<file path="src/rtl/threshold_scanner.sv">
// Purpose : adaptive binarisation of one frame; each pixel is compared to a
//           per-row running average and written back as 8'hFF / 8'h00.
// Latency : write for pixel k two cycles after its read address; one pixel per cycle.
// Backpressure: none -- the read RAM answers in one cycle and the result RAM
//           accepts every cycle, so the scan streams without stalls.
//
// Ports:
//   clock, reset      rising-edge clock, asynchronous active-high reset
//   iStart            request one full-frame scan (honoured only when idle)
//   oRdcol/oRdrow     read coordinates to the middle RAM
//   iRddata           pixel from the middle RAM, one cycle after its address
//   oWren             result RAM write strobe
//   oWrcol/oWrrow     result RAM write coordinates
//   oWrdata           binarised pixel (8'hFF above threshold, else 8'h00)
//   oBusy             high while a scan is in progress
//   oDone             one-cycle pulse when the last result has been written
module threshold_scanner #(
    parameter int WIDTH_BITS  = 8,
    parameter int HEIGHT_BITS = 8,
    parameter int S_SHIFT     = 5,
    parameter int BIAS_SHIFT  = 3
) (
    input  logic                   clock,
    input  logic                   reset,
    input  logic                   iStart,
    output logic [WIDTH_BITS-1:0]  oRdcol,
    output logic [HEIGHT_BITS-1:0] oRdrow,
    input  logic [7:0]             iRddata,
    output logic                   oWren,
    output logic [WIDTH_BITS-1:0]  oWrcol,
    output logic [HEIGHT_BITS-1:0] oWrrow,
    output logic [7:0]             oWrdata,
    output logic                   oBusy,
    output logic                   oDone
);

    // Running sum holds roughly 2^S_SHIFT pixels' worth of intensity.
    localparam int SW = 8 + S_SHIFT;
    localparam logic [SW-1:0] SUM_INIT = SW'(128 << S_SHIFT);

    typedef enum logic [1:0] {
        IDLE  = 2'd0,
        SCAN  = 2'd1,
        DRAIN = 2'd2,
        DONE  = 2'd3
    } state_t;

    state_t                 state_q;

    // Read address generator
    logic [WIDTH_BITS-1:0]  rdcol_q;
    logic [HEIGHT_BITS-1:0] rdrow_q;

    // Stage 1: coordinates of the pixel whose data is on iRddata this cycle
    logic                   pix_vld_q;
    logic [WIDTH_BITS-1:0]  pixcol_q;
    logic [HEIGHT_BITS-1:0] pixrow_q;

    // Running sum carried along the row
    logic [SW-1:0]          sum_q;
    logic [SW-1:0]          sum_d;

    // Stage 2: registered write port
    logic                   wren_q;
    logic [WIDTH_BITS-1:0]  wrcol_q;
    logic [HEIGHT_BITS-1:0] wrrow_q;
    logic [7:0]             wrdata_q;

    logic                   busy_q;
    logic                   done_q;

    // Threshold datapath
    logic [SW-1:0]          sum_base;
    logic [SW-1:0]          thr;
    logic [SW-1:0]          pix_scaled;
    logic                   hit;
    logic                   last_rd;
    logic                   last_wr;

    always_comb begin
        // Column 0 starts from mid-grey so every row adapts independently.
        sum_base   = (pixcol_q == '0) ? SUM_INIT : sum_q;
        // Threshold sits 1/2^BIAS_SHIFT below the running mean.
        thr        = sum_base - (sum_base >> BIAS_SHIFT);
        pix_scaled = SW'(iRddata) << S_SHIFT;
        hit        = (pix_scaled > thr);
        // Exponential average: drop 1/2^S_SHIFT of the sum, add the new pixel.
        // Bounded by 255<<S_SHIFT, so it always fits SW bits.
        sum_d      = sum_base - (sum_base >> S_SHIFT) + SW'(iRddata);
    end

    assign last_rd = (rdcol_q == '1) && (rdrow_q == '1);
    assign last_wr = wren_q && (wrcol_q == '1) && (wrrow_q == '1);

    always_ff @(posedge clock or posedge reset) begin
        if (reset) begin
            state_q   <= IDLE;
            rdcol_q   <= '0;
            rdrow_q   <= '0;
            pix_vld_q <= 1'b0;
            pixcol_q  <= '0;
            pixrow_q  <= '0;
            sum_q     <= SUM_INIT;
            wren_q    <= 1'b0;
            wrcol_q   <= '0;
            wrrow_q   <= '0;
            wrdata_q  <= 8'h00;
            busy_q    <= 1'b0;
            done_q    <= 1'b0;
        end else begin
            // Pipeline: address issued in SCAN -> data next cycle -> write after.
            pix_vld_q <= (state_q == SCAN);
            pixcol_q  <= rdcol_q;
            pixrow_q  <= rdrow_q;

            wren_q <= pix_vld_q;
            if (pix_vld_q) begin
                wrcol_q  <= pixcol_q;
                wrrow_q  <= pixrow_q;
                wrdata_q <= hit ? 8'hFF : 8'h00;
                sum_q    <= sum_d;
            end

            done_q <= 1'b0;

            case (state_q)
                IDLE: begin
                    if (iStart) begin
                        state_q <= SCAN;
                        busy_q  <= 1'b1;
                        rdcol_q <= '0;
                        rdrow_q <= '0;
                    end
                end
                SCAN: begin
                    // Counters wrap naturally to (0,0) after the last pixel,
                    // which is also the value they hold while not scanning.
                    rdcol_q <= rdcol_q + 1'b1;
                    if (rdcol_q == '1) begin
                        rdrow_q <= rdrow_q + 1'b1;
                    end
                    if (last_rd) begin
                        state_q <= DRAIN;
                    end
                end
                DRAIN: begin
                    // Leave once the final pixel's write is on the port.
                    if (last_wr) begin
                        state_q <= DONE;
                        busy_q  <= 1'b0;
                        done_q  <= 1'b1;
                    end
                end
                DONE: begin
                    state_q <= IDLE;
                end
                default: begin
                    state_q <= IDLE;
                end
            endcase
        end
    end

    assign oRdcol  = rdcol_q;
    assign oRdrow  = rdrow_q;
    assign oWren   = wren_q;
    assign oWrcol  = wrcol_q;
    assign oWrrow  = wrrow_q;
    assign oWrdata = wrdata_q;
    assign oBusy   = busy_q;
    assign oDone   = done_q;

endmodule

</file>
<file path="config.mk">
export PLATFORM = sky130hd
export DESIGN_NAME = threshold_scanner
export DESIGN_NICKNAME = d
export VERILOG_FILES = /design/src/rtl/threshold_scanner.sv
export SDC_FILE = /design/constraint.sdc
export NUM_CORES = 1
export LEC_CHECK = 0
export ABC_AREA = 1
export BUFFER_PORTS_ARGS = -buffer_cell sky130_fd_sc_hd__buf_2
export CAP_MARGIN = 25
export CELL_PAD_IN_SITES_DETAIL_PLACEMENT = 1
export CELL_PAD_IN_SITES_GLOBAL_PLACEMENT = 1
export CORE_MARGIN = 2
export CORE_UTILIZATION = 25
export DETAILED_ROUTE_END_ITERATION = 8
export PLACE_DENSITY = 0.61
export SLEW_MARGIN = 25
export SYNTH_ARGS = -nofsm -noshare
export SYNTH_HDL_FRONTEND = slang
export SYNTH_SLANG_ARGS = --single-unit
</file>
<file path="constraint.sdc">
create_clock -name clock -period 3.7 [get_ports clock]
set_input_delay 0.185 -clock clock [delete_from_list [all_inputs] [get_ports clock]]
set_output_delay 0.185 -clock clock [all_outputs]
set_load 0.01 [all_outputs]
</file>
==> results of run 1 <==
## state kept, by name, summed over array words and instances, names as in the netlist
| register | cells |
|---|---|
| oWren | 1 |
| sum_q | 13 |
| pixcol_q | 8 |
| oWrcol | 8 |
| oBusy | 1 |
| oWrrow | 8 |
| oWrdata | 1 |
| oRdcol | 8 |
| state_q | 2 |
| oRdrow | 8 |
| oDone | 1 |
| pix_vld_q | 1 |
| pixrow_q | 8 |
## logic make-up after synthesis
kind of cell	count (synthesis)	share of synthesized area [%]
AOI/OAI and AO/OA	83	10.28
xor gates and xnor gates	12	2.334
adders and majority gates	35	11.06
buffers and inverters	110	9.919
DFF	68	37.82
and+or+nand+nor	297	28.59
## worst max path at each step
stage / from / end / slack, ps
final: pixcol_q[2]$_DFF_PP0_ / oWrdata[6]$_DFFE_PP0P_ / 280
after global routing: pixcol_q[2]$_DFF_PP0_ / oWrdata[6]$_DFFE_PP0P_ / -10
after CTS: pixcol_q[2]$_DFF_PP0_ / oWrdata[6]$_DFFE_PP0P_ / 20
after detailed placement: pixcol_q[2]$_DFF_PP0_ / oWrdata[6]$_DFFE_PP0P_ / 30
after global placement: pixcol_q[0]$_DFF_PP0_ / oWrdata[6]$_DFFE_PP0P_ / 170
after floorplan: pixcol_q[2]$_DFF_PP0_ / oWrdata[6]$_DFFE_PP0P_ / 660
## worst max-delay path: stages (launching register included)
cell and delay [ps]:
dfrtp_1 400, nor2_2 120, nand2_2 90, nor2_4 260
nor2_1 160, ha_1 380, nand3_1 150, nor2_2 170
nand4_1 190, nand4_1 140, nand2_1 80, ha_1 300
nand2_1 70, nor2_2 100, nand3_1 100, nor3_2 130
nand3_1 90, nor2_1 100, nand3_1 90, o21bai_1 120
nand2_1 70
## metal layers
layer,vias up,routed length (um)
met5,-,0
met4,0,201
met2,62,6637
met3,12,403
li1,2057,-
met1,2001,6368
## synthesized netlist by cell type, drive strengths merged
master | instances | area [sq um]
nand3 | 40 | 200.2
ha | 27 | 337.8
o21ai | 35 | 175.2
nor4 | 1 | 6.260
nand2 | 162 | 630.6
xnor2 | 3 | 26.28
buf | 8 | 63.81
o211ai | 1 | 7.510
dfstp | 1 | 26.28
inv | 95 | 356.6
a31oi | 2 | 12.51
a21oi | 32 | 175.2
nor3 | 6 | 30.03
xor2 | 9 | 78.83
o21bai | 2 | 15.01
nand4 | 15 | 93.84
a21o | 1 | 7.510
clkbuf | 7 | 26.28
a22oi | 1 | 7.510
o22ai | 5 | 31.28
fa | 8 | 160.2
dfrtp | 67 | 1677
o31ai | 1 | 7.510
o21a | 2 | 15.01
nor3b | 2 | 15.01
nand3b | 2 | 15.01
nor2 | 68 | 290.3
a2bb2oi | 1 | 8.760
and2 | 1 | 6.260
## metrics by stage
step                      instances  setup slack (ps)  area [sq um]  TNS (ps)  total power, W
after floorplan                 605             664.1          4503         0       0.0009764
after global placement          879             171.2          5017         0        0.001055
after detailed placement        879             34.99          5017         0        0.001061
after CTS                       896             15.15          5306         0        0.001881
after global routing            901            -10.50          5376    -10.50        0.001959
final                           901             276.8          5376         0        0.001859
## where the power goes
group,internal (W),total [W],switching (W)
Clock,0.000470,0.000805,0.000335
Combinational,0.000111,0.000301,0.000190
Sequential,0.000749,0.000753,0.00000416
Total,0.00133,0.00186,0.000529
## what timing repair did
item | 4_1_cts | 5_1_grt
hold buffers | 1 | 0
buffers inserted | 0 | 5
resized for setup | 0 | 8
setup endpoints to repair | 0 | 1
endpoints found under the hold margin | 13 | 0
## layout make-up
class                      count  area, sq um  share of cell area [%]
clock buffer                  10        239.0                   4.445
clock inverter                 6        40.04                  0.7447
inverter                      95        356.6                   6.633
multi-input combinational    427         2374                   44.15
sequential                    68         1703                   31.67
tap                          229        286.5                   5.329
timing repair buffer          66        377.9                   7.028
==> flow_results.xml, run 1 <==
<?xml version="1.0" encoding="UTF-8"?>
<metrics>
  <group name="layout">
    <metric name="finish.net_count" unit="">713</metric>
    <metric name="layout_commonest_cell" unit="">nand2_1</metric>
    <metric name="mostFrequentLayoutCells" unit="">nand2_1, inv_1, dfrtp_1</metric>
    <metric name="final_design_utilization" unit="%">30.14</metric>
    <metric name="fillerInstances" unit="">2220</metric>
    <metric name="post_route_cells_drive_above_1_share" unit="%">17.41</metric>
    <metric name="area_growth_from_synthesis_to_layout" unit="%">19.39</metric>
    <metric name="antenna-diode-count" unit="">0</metric>
  </group>
  <group name="outcome">
    <metric name="status" unit="">completed</metric>
  </group>
  <group name="global_routing">
    <metric name="gr_met2_demand_resource" unit="%">24.80</metric>
    <metric name="met3_usage" unit="%">2.875</metric>
    <metric name="antenna_found_initial" unit="">0</metric>
    <metric name="grt_usage" unit="%">14.63</metric>
    <metric name="gr-total-overflow" unit="">0</metric>
    <metric name="grt.busiest_layer" unit="">met2</metric>
    <metric name="grt_max_degree" unit="">55</metric>
    <metric name="grt_pass1_wl" unit="mm">22.40</metric>
    <metric name="globalRouteMet1Util" unit="%">18.96</metric>
    <metric name="vias_in_the_first_global_route" unit="">4352</metric>
  </group>
  <group name="critical_path">
    <metric name="r2r_setup_slack" unit="ps">280</metric>
    <metric name="crit_path_start_kind" unit="">flip-flop</metric>
    <metric name="worstPathRequired" unit="ps">3920</metric>
    <metric name="worstSetupPathType" unit="">reg -&gt; reg</metric>
    <metric name="worst_flop_to_flop_path_startpoint" unit="">pixcol_q[2]$_DFF_PP0_</metric>
    <metric name="timing.critical_path.to_type" unit="">flip-flop</metric>
    <metric name="reg2reg_depth" unit="">20</metric>
    <metric name="regToRegEndpoint" unit="">oWrdata[6]$_DFFE_PP0P_</metric>
    <metric name="worst-path-max-fanout" unit="">8</metric>
    <metric name="data_arrival_time_of_the_critical_path" unit="ps">3650</metric>
  </group>
  <group name="routing">
    <metric name="drt_pass1_iterations" unit="">4</metric>
    <metric name="routed_wire_length_per_instance" unit="um">15.11</metric>
    <metric name="drtAntennaViolNets" unit="">0</metric>
    <metric name="initialDrtViolationCount" unit="">136</metric>
    <metric name="detail_route.vias_per_cell" unit="">4.586</metric>
    <metric name="drt_drc_violations_left" unit="">0</metric>
    <metric name="postRouteWirelength" unit="mm">13.61</metric>
    <metric name="vias" unit="">4132</metric>
  </group>
  <group name="sta">
    <metric name="finalSetupViolCount" unit="">0</metric>
    <metric name="report.final.hold_viol_count" unit="">0</metric>
    <metric name="period_needed" unit="ps">3423</metric>
    <metric name="relSlewSlack" unit="%">55.29</metric>
    <metric name="fin_skew" unit="ps">6.749</metric>
    <metric name="timing.final.crit_share" unit="%">92.52</metric>
    <metric name="max_freq" unit="MHz">292.1</metric>
    <metric name="final_slew_violations" unit="">0</metric>
    <metric name="worstMarginPinSlew" unit="ps">670.6</metric>
    <metric name="whs" unit="ps">190.1</metric>
  </group>
  <group name="run">
    <metric name="cap_violations" unit="">0</metric>
  </group>
  <group name="logic_synthesis">
    <metric name="synth.cell_area" unit="sq um">4503</metric>
    <metric name="synth.net_count" unit="">651</metric>
    <metric name="postSynthAreaPerCell" unit="sq um">7.443</metric>
    <metric name="synth.distinct_cells" unit="">37</metric>
    <metric name="netlist_instances" unit="">605</metric>
    <metric name="ys_seq_area_share" unit="%">37.82</metric>
    <metric name="yosys_warnings" unit="">0</metric>
    <metric name="ys_seq_elements" unit="">68</metric>
  </group>
  <group name="pwr">
    <metric name="peakVddDrop" unit="uV">217.5</metric>
    <metric name="static-leakage-power" unit="nW">2.895</metric>
    <metric name="power_density" unit="nW/um^2">345.8</metric>
  </group>
  <group name="placed_design">
    <metric name="routabilityCongestion" unit="">0.8790</metric>
    <metric name="numPortBuffers" unit="">53</metric>
    <metric name="hpwlAfterDp" unit="mm">11.01</metric>
  </group>
  <group name="min_path">
    <metric name="timing.hold.worst.start" unit="">iStart</metric>
    <metric name="min_delay_path_depth" unit="">4</metric>
    <metric name="holdCritPathClass" unit="">in -&gt; reg</metric>
    <metric name="hold_path_end" unit="">oBusy$_DFFE_PP0P_</metric>
  </group>
  <group name="floorplanning">
    <metric name="floorplan.core_area" unit="sq um">17840</metric>
    <metric name="die_area" unit="sq um">19100</metric>
    <metric name="chipHeight" unit="um">138.2</metric>
    <metric name="initial_core_util" unit="%">25.24</metric>
    <metric name="fp.dieW" unit="um">138.2</metric>
    <metric name="num_io_pins" unit="">54</metric>
    <metric name="num_rows" unit="">49</metric>
  </group>
  <group name="clocking">
    <metric name="ctsHtreeMaxLevel" unit="">3</metric>
    <metric name="clock_sinks" unit="">68</metric>
    <metric name="clockRootBuffer" unit="">clkbuf_16</metric>
    <metric name="tritoncts" unit="">done</metric>
    <metric name="worst_setup_hold_path_clk_slew" unit="ps">60</metric>
    <metric name="numCtsBuffers" unit="">9</metric>
    <metric name="clock_path_buffers" unit="">2</metric>
    <metric name="clock_latency" unit="ps">330</metric>
  </group>
</metrics>
No activity file was read; power rests on OpenSTA's default activity.
==> run 2, diff against run 1 <==
- MAX_ROUTING_LAYER: default -> met4
==> flow_results.xml, run 2 (synthesis gave the netlist of run 1 again) <==
<?xml version="1.0" encoding="UTF-8"?>
<metrics>
  <group name="routing">
    <metric name="vias" unit="">4059</metric>
    <metric name="routed_wire_length_per_instance" unit="um">14.82</metric>
    <metric name="detail_route.vias_per_cell" unit="">4.530</metric>
    <metric name="drtAntennaViolNets" unit="">0</metric>
    <metric name="met2RoutedLength" unit="mm">6.408</metric>
    <metric name="highest-signal-layer" unit="">met4</metric>
    <metric name="wl_met1" unit="mm">6.170</metric>
    <metric name="postRouteWirelength" unit="mm">13.28</metric>
    <metric name="drt_drc_violations_left" unit="">0</metric>
    <metric name="length_of_routed_met3_wiring" unit="um">436</metric>
    <metric name="initialDrtViolationCount" unit="">125</metric>
    <metric name="drt_pass1_iterations" unit="">4</metric>
  </group>
  <group name="sta">
    <metric name="report.final.hold_viol_count" unit="">39</metric>
    <metric name="relSlewSlack" unit="%">48.87</metric>
    <metric name="timing.final.ws_setup" unit="ps">326.9</metric>
    <metric name="max_freq" unit="MHz">296.5</metric>
    <metric name="whs" unit="ps">-48.24</metric>
    <metric name="finalSetupViolCount" unit="">0</metric>
    <metric name="fin_skew" unit="ps">4.775</metric>
    <metric name="final_slew_violations" unit="">0</metric>
    <metric name="tns" unit="ps">0</metric>
    <metric name="rsz0062_at_grt" unit="">false</metric>
    <metric name="period_needed" unit="ps">3373</metric>
    <metric name="timing.final.crit_share" unit="%">91.17</metric>
    <metric name="worstMarginPinSlew" unit="ps">766.0</metric>
  </group>
  <group name="critical_path">
    <metric name="worst_flop_to_flop_path_startpoint" unit="">pixcol_q[4]$_DFF_PP0_</metric>
    <metric name="critical_path.max_stage_delay" unit="ps">390</metric>
    <metric name="crit_path_start_kind" unit="">flip-flop</metric>
    <metric name="data_arrival_time_of_the_critical_path" unit="ps">3600</metric>
    <metric name="worstPathRequired" unit="ps">3930</metric>
    <metric name="crit_path_end" unit="">oWrdata[6]$_DFFE_PP0P_</metric>
    <metric name="crit_path_start" unit="">pixcol_q[4]$_DFF_PP0_</metric>
    <metric name="critical-path-top-cell-by-count" unit="">nand2_1</metric>
    <metric name="worstSetupPathType" unit="">reg -&gt; reg</metric>
    <metric name="timing.critical_path.to_type" unit="">flip-flop</metric>
    <metric name="worst-path-max-fanout" unit="">7</metric>
    <metric name="regToRegEndpoint" unit="">oWrdata[6]$_DFFE_PP0P_</metric>
    <metric name="reg2reg_depth" unit="">26</metric>
    <metric name="r2r_setup_slack" unit="ps">330</metric>
    <metric name="cell_at_the_slowest_stage_of_the_critical_path" unit="">dfrtp_1</metric>
  </group>
  <group name="floorplanning">
    <metric name="chipHeight" unit="um">138.2</metric>
    <metric name="num_io_pins" unit="">54</metric>
    <metric name="num_rows" unit="">49</metric>
    <metric name="floorplan.core_area" unit="sq um">17840</metric>
    <metric name="fp.dieW" unit="um">138.2</metric>
    <metric name="die_area" unit="sq um">19100</metric>
    <metric name="initial_core_util" unit="%">25.24</metric>
  </group>
  <group name="pwr">
    <metric name="static-leakage-power" unit="nW">2.914</metric>
    <metric name="peakVddDrop" unit="uV">212.3</metric>
    <metric name="power_density" unit="nW/um^2">390.3</metric>
  </group>
  <group name="global_routing">
    <metric name="grt_max_degree" unit="">42</metric>
    <metric name="grt_pass1_wl" unit="mm">22.12</metric>
    <metric name="antenna_found_initial" unit="">0</metric>
    <metric name="vias_in_the_first_global_route" unit="">4413</metric>
    <metric name="gr-total-overflow" unit="">0</metric>
    <metric name="grt_usage" unit="%">14.79</metric>
  </group>
  <group name="clocking">
    <metric name="clock_path_buffers" unit="">2</metric>
    <metric name="numCtsBuffers" unit="">9</metric>
    <metric name="worst_setup_hold_path_clk_slew" unit="ps">60</metric>
    <metric name="tritoncts" unit="">done</metric>
    <metric name="postCtsHoldBufs" unit="">0</metric>
    <metric name="ctsHtreeMaxLevel" unit="">3</metric>
    <metric name="clock_sinks" unit="">68</metric>
    <metric name="clockRootBuffer" unit="">clkbuf_16</metric>
    <metric name="clock_latency" unit="ps">340</metric>
  </group>
  <group name="placed_design">
    <metric name="dp_worst_setup_slack" unit="ps">89.10</metric>
    <metric name="numPortBuffers" unit="">53</metric>
    <metric name="hpwlAfterDp" unit="mm">10.75</metric>
    <metric name="routabilityCongestion" unit="">0.9212</metric>
    <metric name="dp_cells" unit="">879</metric>
  </group>
  <group name="layout">
    <metric name="antenna-diode-count" unit="">0</metric>
    <metric name="multi_input_area" unit="sq um">2379</metric>
    <metric name="area_growth_from_synthesis_to_layout" unit="%">20.70</metric>
    <metric name="fillerInstances" unit="">2190</metric>
    <metric name="finalNonFillerCells" unit="">896</metric>
    <metric name="mostFrequentLayoutCells" unit="">nand2_1, inv_1, dfrtp_1</metric>
    <metric name="largest_register_ff_count" unit="">13</metric>
    <metric name="final-seq-area" unit="sq um">1703</metric>
    <metric name="layout_commonest_cell" unit="">nand2_1</metric>
    <metric name="finish.net_count" unit="">708</metric>
    <metric name="post_route_cells_drive_above_1_share" unit="%">17.39</metric>
    <metric name="largest_register" unit="">sum_q</metric>
  </group>
  <group name="run">
    <metric name="cap_violations" unit="">0</metric>
  </group>
  <group name="outcome">
    <metric name="status" unit="">finished, violations left</metric>
    <metric name="failed_checks" unit="">negative hold slack</metric>
  </group>
  <group name="min_path">
    <metric name="holdCritPathClass" unit="">in -&gt; async</metric>
  </group>
</metrics>
[run 2: cell types whose count changed in the layout (fill, tap and decap cells not counted)]
cell	change
dlygate4sd3_1	-1
clkbuf_8	-1
buf_4	-4
bufinv_16	+4
clkinv_2	-2
o21ai_1	+1
nor2_2	+2
inv_6	+1
clkinvlp_4	-1
o21ai_0	-1
nor2_1	-2
inv_1	-1
[run 2: cell type report]
cell class / instances / share of cell area, %
Multi-Input combinational cell: 427 / 43.76
Sequential cell: 68 / 31.33
Clock buffer: 9 / 4.144
Tap cell: 229 / 5.272
Clock inverter: 7 / 2.693
Timing Repair Buffer: 61 / 6.215
Inverter: 95 / 6.584
[run 2: repair_timing]
action	4_1_cts	5_1_grt
endpoints found under the setup margin	0	1
setup buffers	0	1
gates resized for setup	0	12
[run 2: how the worst min path moves through the flow]
stage	start	end	slack, ps	depth (start not counted)
2_1_floorplan	pix_vld_q$_DFF_PP0_	oWren$_DFF_PP0_	390	0
3_3_place_gp	oRdcol[4]$_DFFE_PP0P_	pixcol_q[4]$_DFF_PP0_	430	0
3_5_place_dp	oRdcol[4]$_DFFE_PP0P_	pixcol_q[4]$_DFF_PP0_	420	0
4_1_cts	reset	sum_q[1]$_DFFE_PP0P_	100	2
5_1_grt	reset	oWrrow[4]$_DFFE_PP0P_	30	2
6_report	reset	sum_q[1]$_DFFE_PP0P_	-50	2
[run 2: power by group]
group	total [W]	internal, W	switching (W)	leakage, nW
sequential	0.000753	0.000749	0.00000433	0.853
combinational	0.000294	0.000107	0.000187	1.88
clock	0.00107	0.000731	0.000343	0.180
[run 2: through the flow]
step	cell area [sq um]	util (%)	power [W]	hold slack [ps]
after CTS	5389	30.21	0.002147	95.73
final	5435	30.46	0.002121	-48.24
after global routing	5435	30.46	0.002223	25.86
after floorplan	4503	-	0.0009764	390.5
after global placement	5017	28.12	0.001054	425.9
after detailed placement	5017	28.12	0.001060	415.3
[run 2: layer usage]
metal | up-vias | GRT usage, %
li1 | 2040 | -
met1 | 1934 | 18.60
met2 | 64 | 24.28
met3 | 21 | 2.529
met4 | 0 | 4.887
met5 | - | -
[run 2: critical path: cells and delay by family, from the launching register on]
family	cells	cell delay, ps
buffers and inverters	3	260
AO/OA/AOI/OAI	1	140
flip-flops	1	390
AND/OR/NAND/NOR	20	2020
adder cells (fa/ha/maj)	2	430
